File: config.mk
export PLATFORM = sky130hd
export DESIGN_NAME = tmds_channel_encoder
export DESIGN_NICKNAME = d
export VERILOG_FILES = /design/src/rtl/tmds_pkg.sv /design/src/rtl/tmds_popcount8.sv /design/src/rtl/tmds_channel_encoder.sv
export SDC_FILE = /design/constraint.sdc
export NUM_CORES = 1
export LEC_CHECK = 0
export CAP_MARGIN = 20
export CORE_ASPECT_RATIO = 0.5
export CORE_UTILIZATION = 55
export CTS_CLUSTER_DIAMETER = 50
export CTS_CLUSTER_SIZE = 40
export DETAILED_ROUTE_END_ITERATION = 10
export GPL_TIMING_DRIVEN = 0
export MAX_ROUTING_LAYER = met4
export PLACE_DENSITY = 0.89
export SLEW_MARGIN = 20
export SYNTH_ARGS = -nofsm -noshare
export SYNTH_HDL_FRONTEND = slang
export SYNTH_HIERARCHICAL = 1
export SYNTH_SLANG_ARGS = --single-unit
File: constraint.sdc
create_clock -name clk_pixel -period 3.6 [get_ports clk_pixel]
set_input_delay 0.72 -clock clk_pixel [delete_from_list [all_inputs] [get_ports clk_pixel]]
set_output_delay 0.72 -clock clk_pixel [all_outputs]
set_load 0.1 [all_outputs]
File: src/rtl/tmds_pkg.sv
// Shared TMDS constants: symbol/data/disparity widths, control tokens and guard-band codes.
package tmds_pkg;
    localparam int SYM_W  = 10;
    localparam int DATA_W = 8;
    localparam int DISP_W = 5;

    // Tokens written MSB first; bit 0 leaves the serializer first.
    localparam logic [SYM_W-1:0] CTRL_00  = 10'b1101010100;
    localparam logic [SYM_W-1:0] CTRL_01  = 10'b0010101011;
    localparam logic [SYM_W-1:0] CTRL_10  = 10'b0101010100;
    localparam logic [SYM_W-1:0] CTRL_11  = 10'b1010101011;
    localparam logic [SYM_W-1:0] GUARD_BR = 10'b1011001100;
    localparam logic [SYM_W-1:0] GUARD_G  = 10'b0100110011;

    function automatic logic [SYM_W-1:0] ctrl_token(input logic [1:0] c);
        logic [SYM_W-1:0] tok;
        case (c)
            2'b00:   tok = CTRL_00;
            2'b01:   tok = CTRL_01;
            2'b10:   tok = CTRL_10;
            default: tok = CTRL_11;
        endcase
        return tok;
    endfunction

    function automatic logic [SYM_W-1:0] guard_code(input int channel);
        return (channel == 1) ? GUARD_G : GUARD_BR;
    endfunction
endpackage

File: src/rtl/tmds_popcount8.sv
// Combinational count of set bits in an 8-bit word.
module tmds_popcount8 (
    input  logic [7:0] data_i,
    output logic [3:0] count_o
);
    always_comb begin
        count_o = '0;
        for (int i = 0; i < 8; i++) begin
            count_o = count_o + {3'b000, data_i[i]};
        end
    end
endmodule

File: src/rtl/tmds_channel_encoder.sv
// One TMDS lane: stage 1 builds the transition-minimised word, stage 2 balances DC
// and substitutes control/guard symbols. Two-cycle latency for every symbol type.
module tmds_channel_encoder
    import tmds_pkg::*;
#(
    parameter int C_channel = 0
) (
    input  logic              clk_pixel,
    input  logic              reset,
    input  logic [DATA_W-1:0] in_data,
    input  logic [1:0]        in_c,
    input  logic              in_blank,
    input  logic              in_guard,
    output logic [SYM_W-1:0]  out_tmds
);
    localparam logic [SYM_W-1:0] GUARD_SYM = guard_code(C_channel);

    logic [3:0]        n1_in;
    logic              use_xnor;
    logic [8:0]        qm_d, qm_q;
    logic [3:0]        ones_d, ones_q, zeros_d, zeros_q;
    logic [1:0]        c_q;
    logic              blank_q, guard_q;
    logic [SYM_W-1:0]  sym_d, sym_q;
    logic [DISP_W-1:0] cnt_d, cnt_q;
    logic [DISP_W-1:0] ones5, zeros5, qm8_x2, nqm8_x2;

    tmds_popcount8 u_pop_in (.data_i(in_data),   .count_o(n1_in));
    tmds_popcount8 u_pop_qm (.data_i(qm_d[7:0]), .count_o(ones_d));

    always_comb begin
        use_xnor = (n1_in > 4'd4) || (n1_in == 4'd4 && !in_data[0]);
        qm_d     = '0;
        qm_d[0]  = in_data[0];
        for (int i = 1; i < 8; i++) begin
            qm_d[i] = use_xnor ? ~(qm_d[i-1] ^ in_data[i]) : (qm_d[i-1] ^ in_data[i]);
        end
        qm_d[8] = ~use_xnor;
        zeros_d = 4'd8 - ones_d;
    end

    always_ff @(posedge clk_pixel or posedge reset) begin
        if (reset) begin
            qm_q    <= '0;
            ones_q  <= '0;
            zeros_q <= '0;
            c_q     <= 2'b00;
            blank_q <= 1'b1;
            guard_q <= 1'b0;
        end else begin
            qm_q    <= qm_d;
            ones_q  <= ones_d;
            zeros_q <= zeros_d;
            c_q     <= in_c;
            blank_q <= in_blank;
            guard_q <= in_guard;
        end
    end

    // cnt is two's complement; 5-bit wrapping sums are exact because every
    // reachable result lies in -8..+8 even if an intermediate term does not.
    assign ones5   = {1'b0, ones_q};
    assign zeros5  = {1'b0, zeros_q};
    assign qm8_x2  = {3'b000, qm_q[8], 1'b0};
    assign nqm8_x2 = {3'b000, ~qm_q[8], 1'b0};

    always_comb begin
        sym_d = CTRL_00;
        cnt_d = cnt_q;
        if (blank_q) begin
            cnt_d = '0;
            sym_d = guard_q ? GUARD_SYM : ctrl_token(c_q);
        end else if (cnt_q == '0 || ones_q == zeros_q) begin
            sym_d = {~qm_q[8], qm_q[8], qm_q[8] ? qm_q[7:0] : ~qm_q[7:0]};
            cnt_d = qm_q[8] ? (cnt_q + ones5 - zeros5) : (cnt_q + zeros5 - ones5);
        end else if ((!cnt_q[DISP_W-1] && ones_q > zeros_q) ||
                     (cnt_q[DISP_W-1] && zeros_q > ones_q)) begin
            sym_d = {1'b1, qm_q[8], ~qm_q[7:0]};
            cnt_d = cnt_q + qm8_x2 + zeros5 - ones5;
        end else begin
            sym_d = {1'b0, qm_q[8], qm_q[7:0]};
            cnt_d = cnt_q + ones5 - zeros5 - nqm8_x2;
        end
    end

    always_ff @(posedge clk_pixel or posedge reset) begin
        if (reset) begin
            sym_q <= CTRL_00;
            cnt_q <= '0;
        end else begin
            sym_q <= sym_d;
            cnt_q <= cnt_d;
        end
    end

    assign out_tmds = sym_q;
endmodule

### After elaboration in Yosys (flattened, before gate mapping)

Cells that the tools add are included.

* add/sub/neg operators: 23
* multiply operators: 0
* div/mod/pow operators: 0
* $lt $le $gt $ge: 3
* equality and inequality tests: 4
* shifts and indexed selects: 0
* multiplexer cells: 17
* bitwise gates (word level): 17
* reduce and logical (&&, ||, !) cells: 10

Operator list (number)
* 4-bit by 1-bit adder with 4-bit output: 12
* 10-bit 2-to-1 mux: 4
* 10-bit one-hot mux with 3 select lines: 1
* 5-bit 2-to-1 mux: 4
* 5-bit by 4-bit adder with 5-bit output: 3
* 5-bit by 4-bit subtractor with 5-bit output: 3
* 1-bit NOT: 9
* 4-bit > comparator: 2
* 8-bit 2-to-1 mux: 1
* 8-bit NOT: 1
* 1-bit 2-to-1 mux: 7
* 1-bit bitwise XOR: 7
* 5-bit by 2-bit adder with 5-bit output: 1
* 5-bit logical NOT: 1
* 5-bit by 2-bit subtractor with 5-bit output: 1
* 1-bit by 1-bit adder with 2-bit output: 2
* 4-bit by 3-bit == test with 1-bit output (second input constant): 1
* 4-bit == test: 1
* 4-bit by 3-bit > comparator with 1-bit output (second input constant): 1
* 4-bit subtractor (first input constant): 1
* 1-bit logical AND: 3
* 1-bit logical OR: 3
* 2-bit by 1-bit == test with 1-bit output (second input constant): 1
* 2-bit == test (second input constant): 1
* other kinds (2): 3

* register bits after elaboration: 36
* latch bits: 0
* memory bits (writable): 0
* bits in read-only memories: 0
* bits of input ports: 14
* output and inout bits: 10
* logic and storage cells: 82
* memories: 0

### Logic depth before layout (Yosys ltp)

* depth after elaboration: 31
* depth in mapped cells: 25
* depth with buffers taken out: 25

### Modules after synthesis

The synthesis kept the hierarchy.

Modules (own cells, without submodules)
* tmds_channel_encoder: instances 1, cells an instance 232, area each 2357.3 um^2, seq. area each 883.3 um^2
* tmds_popcount8: instances 2, cells an instance 24, area each 190.2 um^2, seq. area each 0.0 um^2

### Worst setup path after synthesis

OpenSTA, ideal clock, no wires.

* kind: input -> register
* start point: input in_data[0]
* end point: register zeros_q[2]
* library setup time: 0.130 ns
* arrival time: 6.147 ns
* required time: 3.470 ns
* slack: -2.677 ns
* cell stages on the path: 25
* buffers on the path: 0
* path through: inv_1 > fa_1 > fa_1 > fa_1 > inv_1 > ha_1 > inv_1 > fa_1 > inv_1 > nor2_1 > nand2_1 > a21oi_1 > xnor2_1 > inv_1 > fa_1 > fa_1 > fa_1 > inv_1 > ha_1 > inv_1 > fa_1 > inv_1 > inv_1 > ha_1 > xnor2_1

* cells in the longest elaborated chain, start to end: 31
* elaborated cells on any way between the ends: 41
* classes of those cells: add/sub: 15; order compare: 1; eq/ne: 1; mux: 7; bitwise: 14; reduce/logical: 3

RTL lines
* start: declaration: line tmds_channel_encoder.sv:10 `input logic [DATA_W-1:0] in_data,`
* 1-bit by 1-bit adder with 2-bit output (*): line tmds_popcount8.sv:9 `count_o = count_o + {3'b000, data_i[i]};`
* 4-bit by 1-bit adder with 4-bit output (*) (6 in a row): line tmds_popcount8.sv:9
* net n1_in[1]: line tmds_channel_encoder.sv:18 `logic [3:0] n1_in;`
* branches (longest 2 deep; another with 4-bit by 3-bit > comparator with 1-bit output)
* 1-bit logical OR (*): line tmds_channel_encoder.sv:32 `use_xnor = (n1_in > 4'd4) || (n1_in == 4'd4 && !in_data[0]);`
* 1-bit 2-to-1 mux (*): line tmds_channel_encoder.sv:36 `qm_d[i] = use_xnor ? ~(qm_d[i-1] ^ in_data[i]) : (qm_d[i-1] ^ in_data[i]);`
* net qm_d[1]: line tmds_channel_encoder.sv:20 `logic [8:0] qm_d, qm_q;`
* branches (longest 18 deep; another with 4-bit by 1-bit adder with 4-bit output)
* 4-bit by 1-bit adder with 4-bit output (*): line tmds_popcount8.sv:9
* net ones_d[1]: line tmds_channel_encoder.sv:21 `logic [3:0] ones_d, ones_q, zeros_d, zeros_q;`
* 4-bit subtractor (*): line tmds_channel_encoder.sv:39 `zeros_d = 4'd8 - ones_d;`
* net zeros_d[2]: line tmds_channel_encoder.sv:21
* end signal: assignment: line tmds_channel_encoder.sv:53 `zeros_q <= zeros_d;`
* end: declaration: line tmds_channel_encoder.sv:21

Mark *: on every way through the listed nets, which the timed path passes.

### Worst setup path after layout

* start point: input in_data[1]
* end point: register zeros_q[2]

* cells in the longest elaborated chain, start to end: 31
* elaborated cells on any way between the ends: 40
* classes of those cells: add/sub: 15; order compare: 1; eq/ne: 1; mux: 7; bitwise: 14; reduce/logical: 2

RTL lines (line)
* 1-bit by 1-bit adder with 2-bit output (*): tmds_popcount8.sv:9
* 4-bit by 1-bit adder with 4-bit output (*) (6 in a row): tmds_popcount8.sv:9
* net n1_in[1]: tmds_channel_encoder.sv:18
* branches (longest 2 deep; another with 4-bit by 3-bit > comparator with 1-bit output)
* 1-bit logical OR (*): tmds_channel_encoder.sv:32
* 1-bit 2-to-1 mux: tmds_channel_encoder.sv:36
* 1-bit bitwise XOR: tmds_channel_encoder.sv:36
* 1-bit NOT: tmds_channel_encoder.sv:36
* (+2 left out)
* 1-bit NOT: tmds_channel_encoder.sv:36
* 1-bit 2-to-1 mux (*): tmds_channel_encoder.sv:36
* net qm_d[3]: tmds_channel_encoder.sv:20
* branches (longest 12 deep; another with 4-bit by 1-bit adder with 4-bit output)
* 4-bit by 1-bit adder with 4-bit output (*): tmds_popcount8.sv:9
* net ones_d[1]: tmds_channel_encoder.sv:21
* 4-bit subtractor (*): tmds_channel_encoder.sv:39
* net zeros_d[2]: tmds_channel_encoder.sv:21

Marked as above.

==> impl_metrics.env <==
export IMPL_synth_edf_count=0
export IMPL_synth_most_common_cell="inv_1"
export IMPL_core_mm2=0.004594
export IMPL_finalWeightedCongestion=0.9180
export IMPL_grt_first_pass_wirelength_um=10810
export IMPL_clk_latency_ns=0.29
export IMPL_synthSimpleGateAreaFrac_pct=13.12
export IMPL_portBuffers=23
export IMPL_synth_ff_type="dfrtp_1"
export IMPL_clockRootBuffer="clkbuf_8"
export IMPL_die_h_um=51.89
export IMPL_multi_input_area_mm2=0.001719
export IMPL_grt_usage_pct=29.05
export IMPL_outcome="finished with violations"
export IMPL_dpl_instance_area_mm2=0.003084
export IMPL_cp_slowest_cell="fa_1"
export IMPL_setup_ws_ns=-2.540
export IMPL_yosysTopAreaCell="dfrtp_1"
export IMPL_grt_antenna_before_repair=0
export IMPL_dp_cells=369
export IMPL_syn_area_per_cell_um2=9.777
export IMPL_worstSetupStartpointType="primary input"
export IMPL_io_pins=24
export IMPL_synthArstFlopShare_pct=100.0
export IMPL_drive_above_1_share_pct=18.01
export IMPL_synth_area_mm2=0.002738
export IMPL_wl_per_cell_um=19.34
export IMPL_worstHoldStart="qm_q[7]"
export IMPL_syn2layout_area_growth_pct=25.00
export IMPL_vias_per_cell=5.985
export IMPL_syn_nets=340
export IMPL_final_util_pct=74.48
export IMPL_crit_family="adder cells"
export IMPL_yosys_warnings=6
export IMPL_cp_required_ns=3.77
export IMPL_synth_area_mux_share_pct=1.874
export IMPL_worstMarginPinSlew_ns=0.9959
export IMPL_synthAdderAreaFrac_pct=25.69
export IMPL_finClkSkew_ns=0.003515
export IMPL_cts_buffers=5
export IMPL_instances_no_fill=388
export IMPL_htree_levels=2
export IMPL_fin_area_mm2=0.003422
export IMPL_worstPathMaxFanout=3
export IMPL_initialDrtViolationCount=210
export IMPL_post_dp_hpwl_um=4336
export IMPL_critPathMaxStageDelay_ns=0.56
export IMPL_rsz0062_at_grt="yes"
export IMPL_diodes=0
export IMPL_clkSinkCount=35
export IMPL_crit_type="in2reg"
export IMPL_synth_compound_area_share_pct=10.37
export IMPL_synth_top_area_share_pct=26.51
export IMPL_slew_headroom_pct=33.40
export IMPL_setup_violations=9
export IMPL_violations="negative setup slack"
export IMPL_fmax_mhz=162.9
export IMPL_holdWs_ns=0.5781
export IMPL_drtAntennaViolNets=0
export IMPL_cpMostUsedCell="fa_1"
export IMPL_start_util_pct=59.59
export IMPL_hp_class="reg2reg"
export IMPL_synthTopCellsByCount="61 x inv_1, 29 x dfrtp_1, 29 x ha_1, 17 x fa_1, 17 x nor2_1"
export IMPL_hold_buffers=0
export IMPL_synth_top_family_by_area="adder cells"
export IMPL_worstPathArrival_ns=6.31
export IMPL_synth_xor_area_share_pct=7.358
export IMPL_row_count=17
export IMPL_syn_instance_count=280
export IMPL_num_vias=2322
export IMPL_die_area_mm2=0.005281
export IMPL_worstSetupEndpointType="flip-flop"
export IMPL_synth_seq_cells=35
export IMPL_timing_rr_start="ones_q[1]"
export IMPL_first_global_vias=2274
export IMPL_period_share_pct=170.6
export IMPL_grt_max_degree=36
export IMPL_overflow=0
export IMPL_route_detailed_drc=0
export IMPL_cp_num_buf_inv=10
export IMPL_synth_area_leaders="dfrtp_1 27%, ha_1 13%, fa_1 12%"
export IMPL_cap_violations=0
export IMPL_yosysSeqAreaShare_pct=32.27
export IMPL_ff_latch_area_um2=884.6
export IMPL_wirelength_um=7502
export IMPL_hold_violations=0
export IMPL_finalNetCount=381
export IMPL_clk_pin_slew_ns=0.07
export IMPL_drt_pass1_iter_count=5
export IMPL_worstSetupStartpoint="in_data[1]"
export IMPL_netlist_cell_type_count=39
export IMPL_clock_path_buffers=2
export IMPL_nFillCells=270
export IMPL_cts_tree="yes"
export IMPL_finalMaxSlewViolations=0
export IMPL_die_w_um=101.8
export IMPL_period_minus_slack_ns=6.140
==> layout make-up <==
| cell class | count | area share, % |
|---|---|---|
| plain buffers | 6 | 0.7678 |
| clock buffers | 6 | 2.413 |
| clock inverters | 2 | 1.024 |
| inverters | 61 | 7.130 |
| multi-input cells | 178 | 50.24 |
| flip-flops and latches | 35 | 25.85 |
| well taps | 66 | 2.413 |
| repair buffers | 34 | 10.16 |
==> placed cells by master (no fill, tap or decap), types with 2 or more instances in the layout <==
cell	netlist	routed
buf_8	0	2
inv_2	0	5
xor2_1	9	7
nor4_1	2	2
ha_1	29	26
a21boi_0	2	2
nand2b_1	3	3
xor2_2	0	2
clkbuf_1	5	5
fa_1	17	16
a21o_1	2	2
a2111oi_2	1	2
mux2i_1	4	4
and4b_1	9	9
inv_1	61	52
dfstp_2	6	6
ha_4	0	2
o21ai_0	5	5
buf_4	1	8
nor3_1	8	7
a21oi_1	13	11
xnor2_1	14	10
dfrtp_1	29	28
a211oi_1	12	12
clkdlybuf4s50_1	0	20
nand2_1	7	7
inv_4	0	3
xnor2_2	0	3
nor2_1	17	17
buf_6	0	4
clkbuf_8	0	6
nand3_1	7	7
==> cell families after synthesis <==
kind of cell	Yosys count
compound gates	41
flops	35
simple gates	63
xor+xnor	23
fa+ha+maj	46
buf+inv	67
mux	5
==> metrics by stage <==
stage | setup slack [ns] | TNS [ns]
after global routing | -2.759 | -17.91
after floorplan | -2.455 | -15.10
after global placement | -3.346 | -24.82
after detailed placement | -3.520 | -26.48
final | -2.540 | -16.31
after CTS | -2.603 | -16.90
==> metal layers <==
metal | up-vias | track usage, % | share of wire [%]
met5 | - | - | 0
met2 | 174 | 51.69 | 49
li1 | 995 | - | -
met1 | 1104 | 31.19 | 37
met3 | 49 | 6.317 | 8.5
met4 | 0 | 15.46 | 5.6
==> worst register-to-register path, stage by stage (launching register included) <==
cell,delay (ns)
dfrtp_2,0.42
inv_1,0.10
fa_1,0.57
inv_1,0.08
fa_1,0.55
inv_1,0.09
ha_1,0.19
nand2b_1,0.09
a2111oi_2,0.39
o22ai_1,0.22
a2111oi_2,0.41
and4b_1,0.25
==> state kept, by name (all words and copies together) (netlist names) <==
name	flops
c_q	2
out_tmds	10
cnt_q	5
guard_q	1
blank_q	1
qm_q	9
ones_q	3
zeros_q	4
==> timing repair <==
action                     4_1_cts  5_1_grt
setup endpoints to repair       12       13
setup buffers                    7        4
pin swaps                       15       16
cloned                           0        0
resized for setup               33       16
==> final timing paths <==
| kind | endpoint | slack, ns | cells after the start |
|---|---|---|---|
| max reg2reg | cnt_q[4] | 0.15 | 11 |
| min in group asynchronous | qm_q[8] | 0.86 | 2 |
| min | out_tmds[7] | 0.58 | 2 |
| max | zeros_q[2] | -2.54 | 26 |
| min reg2reg | out_tmds[7] | 0.58 | 2 |
| max in group asynchronous | ones_q[1] | 2.25 | 2 |
Power is left out: the tool's default activity adds up to more than one toggle a clock period on the data nets, which glitch-free logic cannot reach.
==> RTL edit 1, RTL diff (same settings) <==
Register the output `out_tmds` once more, with the module's reset; this adds one clock of latency there.
--- a/src/rtl/tmds_channel_encoder.sv
+++ b/src/rtl/tmds_channel_encoder.sv
@@ -93,6 +93,12 @@
         end
     end
 
-    assign out_tmds = sym_q;
+    always_ff @(posedge clk_pixel or posedge reset) begin
+        if (reset) begin
+            out_tmds <= '0;
+        end else begin
+            out_tmds <= sym_q;
+        end
+    end
 endmodule
 
Formal check against the unedited RTL: not equivalent (a bounded check fails within 4 cycles, from zero or initial values and one cycle with reset high).
==> RTL edit 1 against the original RTL <==
- the flow still finishes with violations (setup timing)
- area after synthesis is 9.1% higher
- die area up 8.9%
- final area is 6.2% higher
- worst setup slack got worse by 0.19 ns
- cell count is 3.4% higher
- global-route usage decreased by 3.7 points
- register-to-register slack got worse by 0.02 ns
- routed wire length is 1.5% lower
- sequential cell count is 10 higher
Power is not shown: default switching activity piles up to over one toggle a cycle in this logic, so the estimate is an artifact.
==> RTL edit 1: results (changes against the original RTL) <==
| Metric | Value |
|---|---|
| Run status | complete, but fails checks |
| Violated checks | setup timing |
| Cell types occupying the most area after synthesis | sky130_fd_sc_hd__dfrtp_1, sky130_fd_sc_hd__ha_1, sky130_fd_sc_hd__fa_1 |
| Count of vias placed by the detailed router | 2,287 (-1.5%) |
| Starting DRT DRC Count | 163 (-22%) |
| Worst Setup Slack post-DPL | -3.640 ns (-0.1199 ns) |
| Worst path slowest cell | sky130_fd_sc_hd__fa_1 |
| Clock input transition at the sequential cells of the worst setup and hold paths | 0.08 ns |
| Top post-synthesis cells by count | sky130_fd_sc_hd__inv_1, sky130_fd_sc_hd__dfrtp_1, sky130_fd_sc_hd__ha_1 |
| Critical Path AT | 6.52 ns (+0.21 ns) |
| Routed Wire Length | 7.386 mm (-1.5%) |
| Number of input and output port buffers inserted | 23 (unchanged) |
| Clock root cell | sky130_fd_sc_hd__clkbuf_8 |
| Cts bufs inserted | 5 (unchanged) |
| Cell family with most CP delay | adder cells |
| Pre-Repair DR Iteration Count | 4 (-1) |
| Met3 track demand over resource | 5.206% (-1.1 points) |
| Largest stage delay, worst path | 0.56 ns (about the same) |
| Placer congestion estimate | 0.9277 (+1.1%) |
| Class of the tightest hold or removal check | register to register |
| Transition time at the pin with the least slew margin | 0.9862 ns (-0.009610 ns) |
| Worst-case setup margin in the final layout | -2.734 ns (-0.1944 ns) |
| Fraction of the yosys area taken by sequential cells | 37.94% (+5.7 points) |
| Clock skew after layout | 0.009644 ns (+0.006129 ns) |
| Final setup viols | 10 (+1) |
| Maximum root-to-sink buffer count | 2 (unchanged) |
| Met1 usage | 26.64% (-4.6 points) |
| Share of synthesized flip-flops with an asynchronous set or reset | 100.0% (unchanged) |
| Gr usage total | 25.40% (-3.7 points) |
| Wire length of the first global-routing pass | 10.38 mm (-4.0%) |
| Largest net degree at the start of global routing | 33 (-8.3%) |
| H-Tree Depth | 2 (unchanged) |
| Sum of net half-perimeters after detailed placement | 4.937 mm (+14%) |
| Post-layout nets | 390 (+2.4%) |
| Initial antenna violation count | 0 (unchanged) |
| Clock network latency to the later pin of the worst-skew pair | 0.30 ns |
| Ant. Diodes | 0 (unchanged) |
| Share of post-route cells with drive strength above 1 | 15.71% (-2.3 points) |
| Leading registers by flop count | out_tmds: 10 flops, sym_q: 10 flops, qm_q: 9 flops |
| Warnings from Yosys | 6 (unchanged) |
| Count of different cell masters after synthesis | 39 (unchanged) |
| GR Layer Usage met2 | 47.62% (-4.1 points) |
| Critical Path Fanout Max | 3 (unchanged) |
| Area after detailed placement | 3359 um2 (+8.9%) |
| Synthesized netlist net count | 350 (+2.9%) |
| Most used DFF post-synth | sky130_fd_sc_hd__dfrtp_1 |
==> RTL edit 1: cell families after synthesis <==
kind of cell / share of synthesized area, %
adder cells (fa/ha/maj): 23.53
buffers and inverters: 8.543
multiplexers: 1.717
XOR/XNOR: 6.742
AND/OR/NAND/NOR: 12.02
flip-flops: 37.94
AO/OA/AOI/OAI: 9.506
==> RTL edit 1: layout make-up <==
type,instances,area (um2)
Fill cell,296,1434
Sequential cell,45,1135
Clock buffer,7,86.33
Inverter,61,236.5
Multi-Input combinational cell,178,1699
Buffer,6,26.28
Clock inverter,1,7.507
Timing Repair Buffer,33,355.3
Tap cell,70,87.58
==> RTL edit 1: timing repair <==
| action | 4_1_cts | 5_1_grt |
|---|---|---|
| setup buffers | 4 | 5 |
| setup endpoints to repair | 12 | 11 |
| resized for setup | 31 | 11 |
| pin swaps | 14 | 11 |
==> RTL edit 1: stage by stage <==
| stage | cells | setup TNS [ns] |
|---|---|---|
| after floorplan | 290 | -15.10 |
| after global placement | 383 | -25.16 |
| after detailed placement | 384 | -26.71 |
| after CTS | 396 | -17.04 |
| after global routing | 401 | -19.32 |
| final | 401 | -18.28 |
==> RTL edit 1: worst paths after layout <==
kind	start	to	slack [ns]	cells after the start
max in group asynchronous	reset	sym_q[2]	2.35	3
setup reg to reg	ones_q[1]	cnt_q[4]	0.13	11
hold / removal	sym_q[0]	out_tmds[0]	0.35	0
min in group asynchronous	reset	c_q[0]	0.71	2
hold reg to reg	sym_q[0]	out_tmds[0]	0.35	0
setup / recovery	in_data[0]	zeros_q[2]	-2.73	27
==> RTL edit 1: layer usage <==
layer	vias to the layer above	share of wire, %
li1	1023	-
met3	18	6.0
met5	-	0
met1	1136	38
met4	0	2.2
met2	110	54
==> RTL edit 2, RTL diff (same flow settings) <==
Made on the original files. Take the reset off `qm_q` and load it in a clocked block of its own.
--- a/src/rtl/tmds_channel_encoder.sv
+++ b/src/rtl/tmds_channel_encoder.sv
@@ -41,20 +41,22 @@
 
     always_ff @(posedge clk_pixel or posedge reset) begin
         if (reset) begin
-            qm_q    <= '0;
             ones_q  <= '0;
             zeros_q <= '0;
             c_q     <= 2'b00;
             blank_q <= 1'b1;
             guard_q <= 1'b0;
         end else begin
-            qm_q    <= qm_d;
             ones_q  <= ones_d;
             zeros_q <= zeros_d;
             c_q     <= in_c;
             blank_q <= in_blank;
             guard_q <= in_guard;
         end
+    end
+
+    always_ff @(posedge clk_pixel) begin
+        qm_q <= qm_d;
     end
 
     // cnt is two's complement; 5-bit wrapping sums are exact because every
Formal check against the unedited RTL: same outputs for any inputs over 10 cycles, from zero or initial values and one cycle with reset high; that may be too few to reach the edited logic, so the function may still have changed.
==> RTL edit 2 against the original RTL <==
- the run still ends with setup timing left
- area after synthesis fell by 1.6%
- register-to-register slack improved by 0.02 ns
- hold slack improved by 0.017 ns
- clock skew rose by 0.013 ns
- via count rose by 2.3%
- routed wire length rose by 13%
- worst setup slack got worse by 0.29 ns
- sequential cell count did not move
- synthesized cell count did not move
- critical path depth fell by 1
- first-iteration DRC count fell by 10%
- final area rose by 0.88%
- critical endpoint is now zeros_q[3]
Power is not shown: default switching activity piles up to over one toggle a cycle in this logic, so the estimate is an artifact.
==> RTL edit 2: results (changes against the original RTL) <==
| Metric | Value |
|---|---|
| Largest stage delay, worst path | 0.58 ns (+0.02 ns) |
| Amount of wire on met2 after detailed routing | 4.148 mm (+13%) |
| Routed wire length per instance | 21.69 um (+12%) |
| Area after detailed placement | 3039 um2 (-1.5%) |
| Final setup viols | 11 (+2) |
| Share of post-route cells with drive strength above 1 | 21.23% (+3.2 points) |
| Largest net degree at the start of global routing | 27 (-25%) |
| Hold path cells | 3 (+1) |
| Non-clk bufs | 43 (+7.5%) |
| Startpoint of the most critical hold path | qm_q[4] |
| Met3 routed wirelength | 783 um (+23%) |
| Count of different cell masters after synthesis | 40 (+2.6%) |
| Gr usage total | 33.48% (+4.4 points) |
| Post-layout nets | 384 (+0.79%) |
| Transition time at the pin with the least slew margin | 0.9921 ns (-0.003751 ns) |
| Number of global-route vias before repair | 2,463 (+8.3%) |
| Register cell area after layout | 839.6 um2 (-5.1%) |
| Placer congestion estimate | 0.8909 (-3.0%) |
| Sum of net half-perimeters after detailed placement | 4.588 mm (+5.8%) |
| Clock input transition at the sequential cells of the worst setup and hold paths | 0.09 ns (+0.02 ns) |
| Worst-case setup margin in the final layout | -2.825 ns (-0.2853 ns) |
| Violated checks | setup timing |
| Final setup TNS | -19.72 ns (-3.407 ns) |
| Worst Hold End | out_tmds[4] |
| Wire length the detailed router placed on met1 | 3.126 mm (+13%) |
| Run status | complete, but fails checks |
[RTL edit 2: cell types whose count changed after synthesis, sizes merged]
cell | unedited run | this run
dfxtp | 0 | 9
dfrtp | 29 | 20
[RTL edit 2: through the flow]
step	std cells	setup WS [ns]	util (%)
after floorplan	280	-2.449	-
after global placement	369	-3.354	66.77
after detailed placement	369	-3.639	66.77
after CTS	391	-2.803	74.63
after global routing	391	-2.926	75.84
final	391	-2.825	75.84
[RTL edit 2: repair_timing]
| item | CTS | global route |
|---|---|---|
| endpoints found under the setup margin | 12 | 13 |
| hold endpoints to repair | 0 | 0 |
| gates resized for setup | 50 | 16 |
| pin swaps | 20 | 15 |
| buffers inserted | 16 | 5 |
[RTL edit 2: logic make-up after synthesis]
logic type | Yosys count | share of synthesized area, %
buffers and inverters | 67 | 9.480
AOI/OAI and AO/OA | 41 | 10.55
xor gates and xnor gates | 23 | 7.482
DFF | 35 | 31.13
adders and majority gates | 46 | 26.12
and+or+nand+nor | 63 | 13.34
muxes | 5 | 1.905
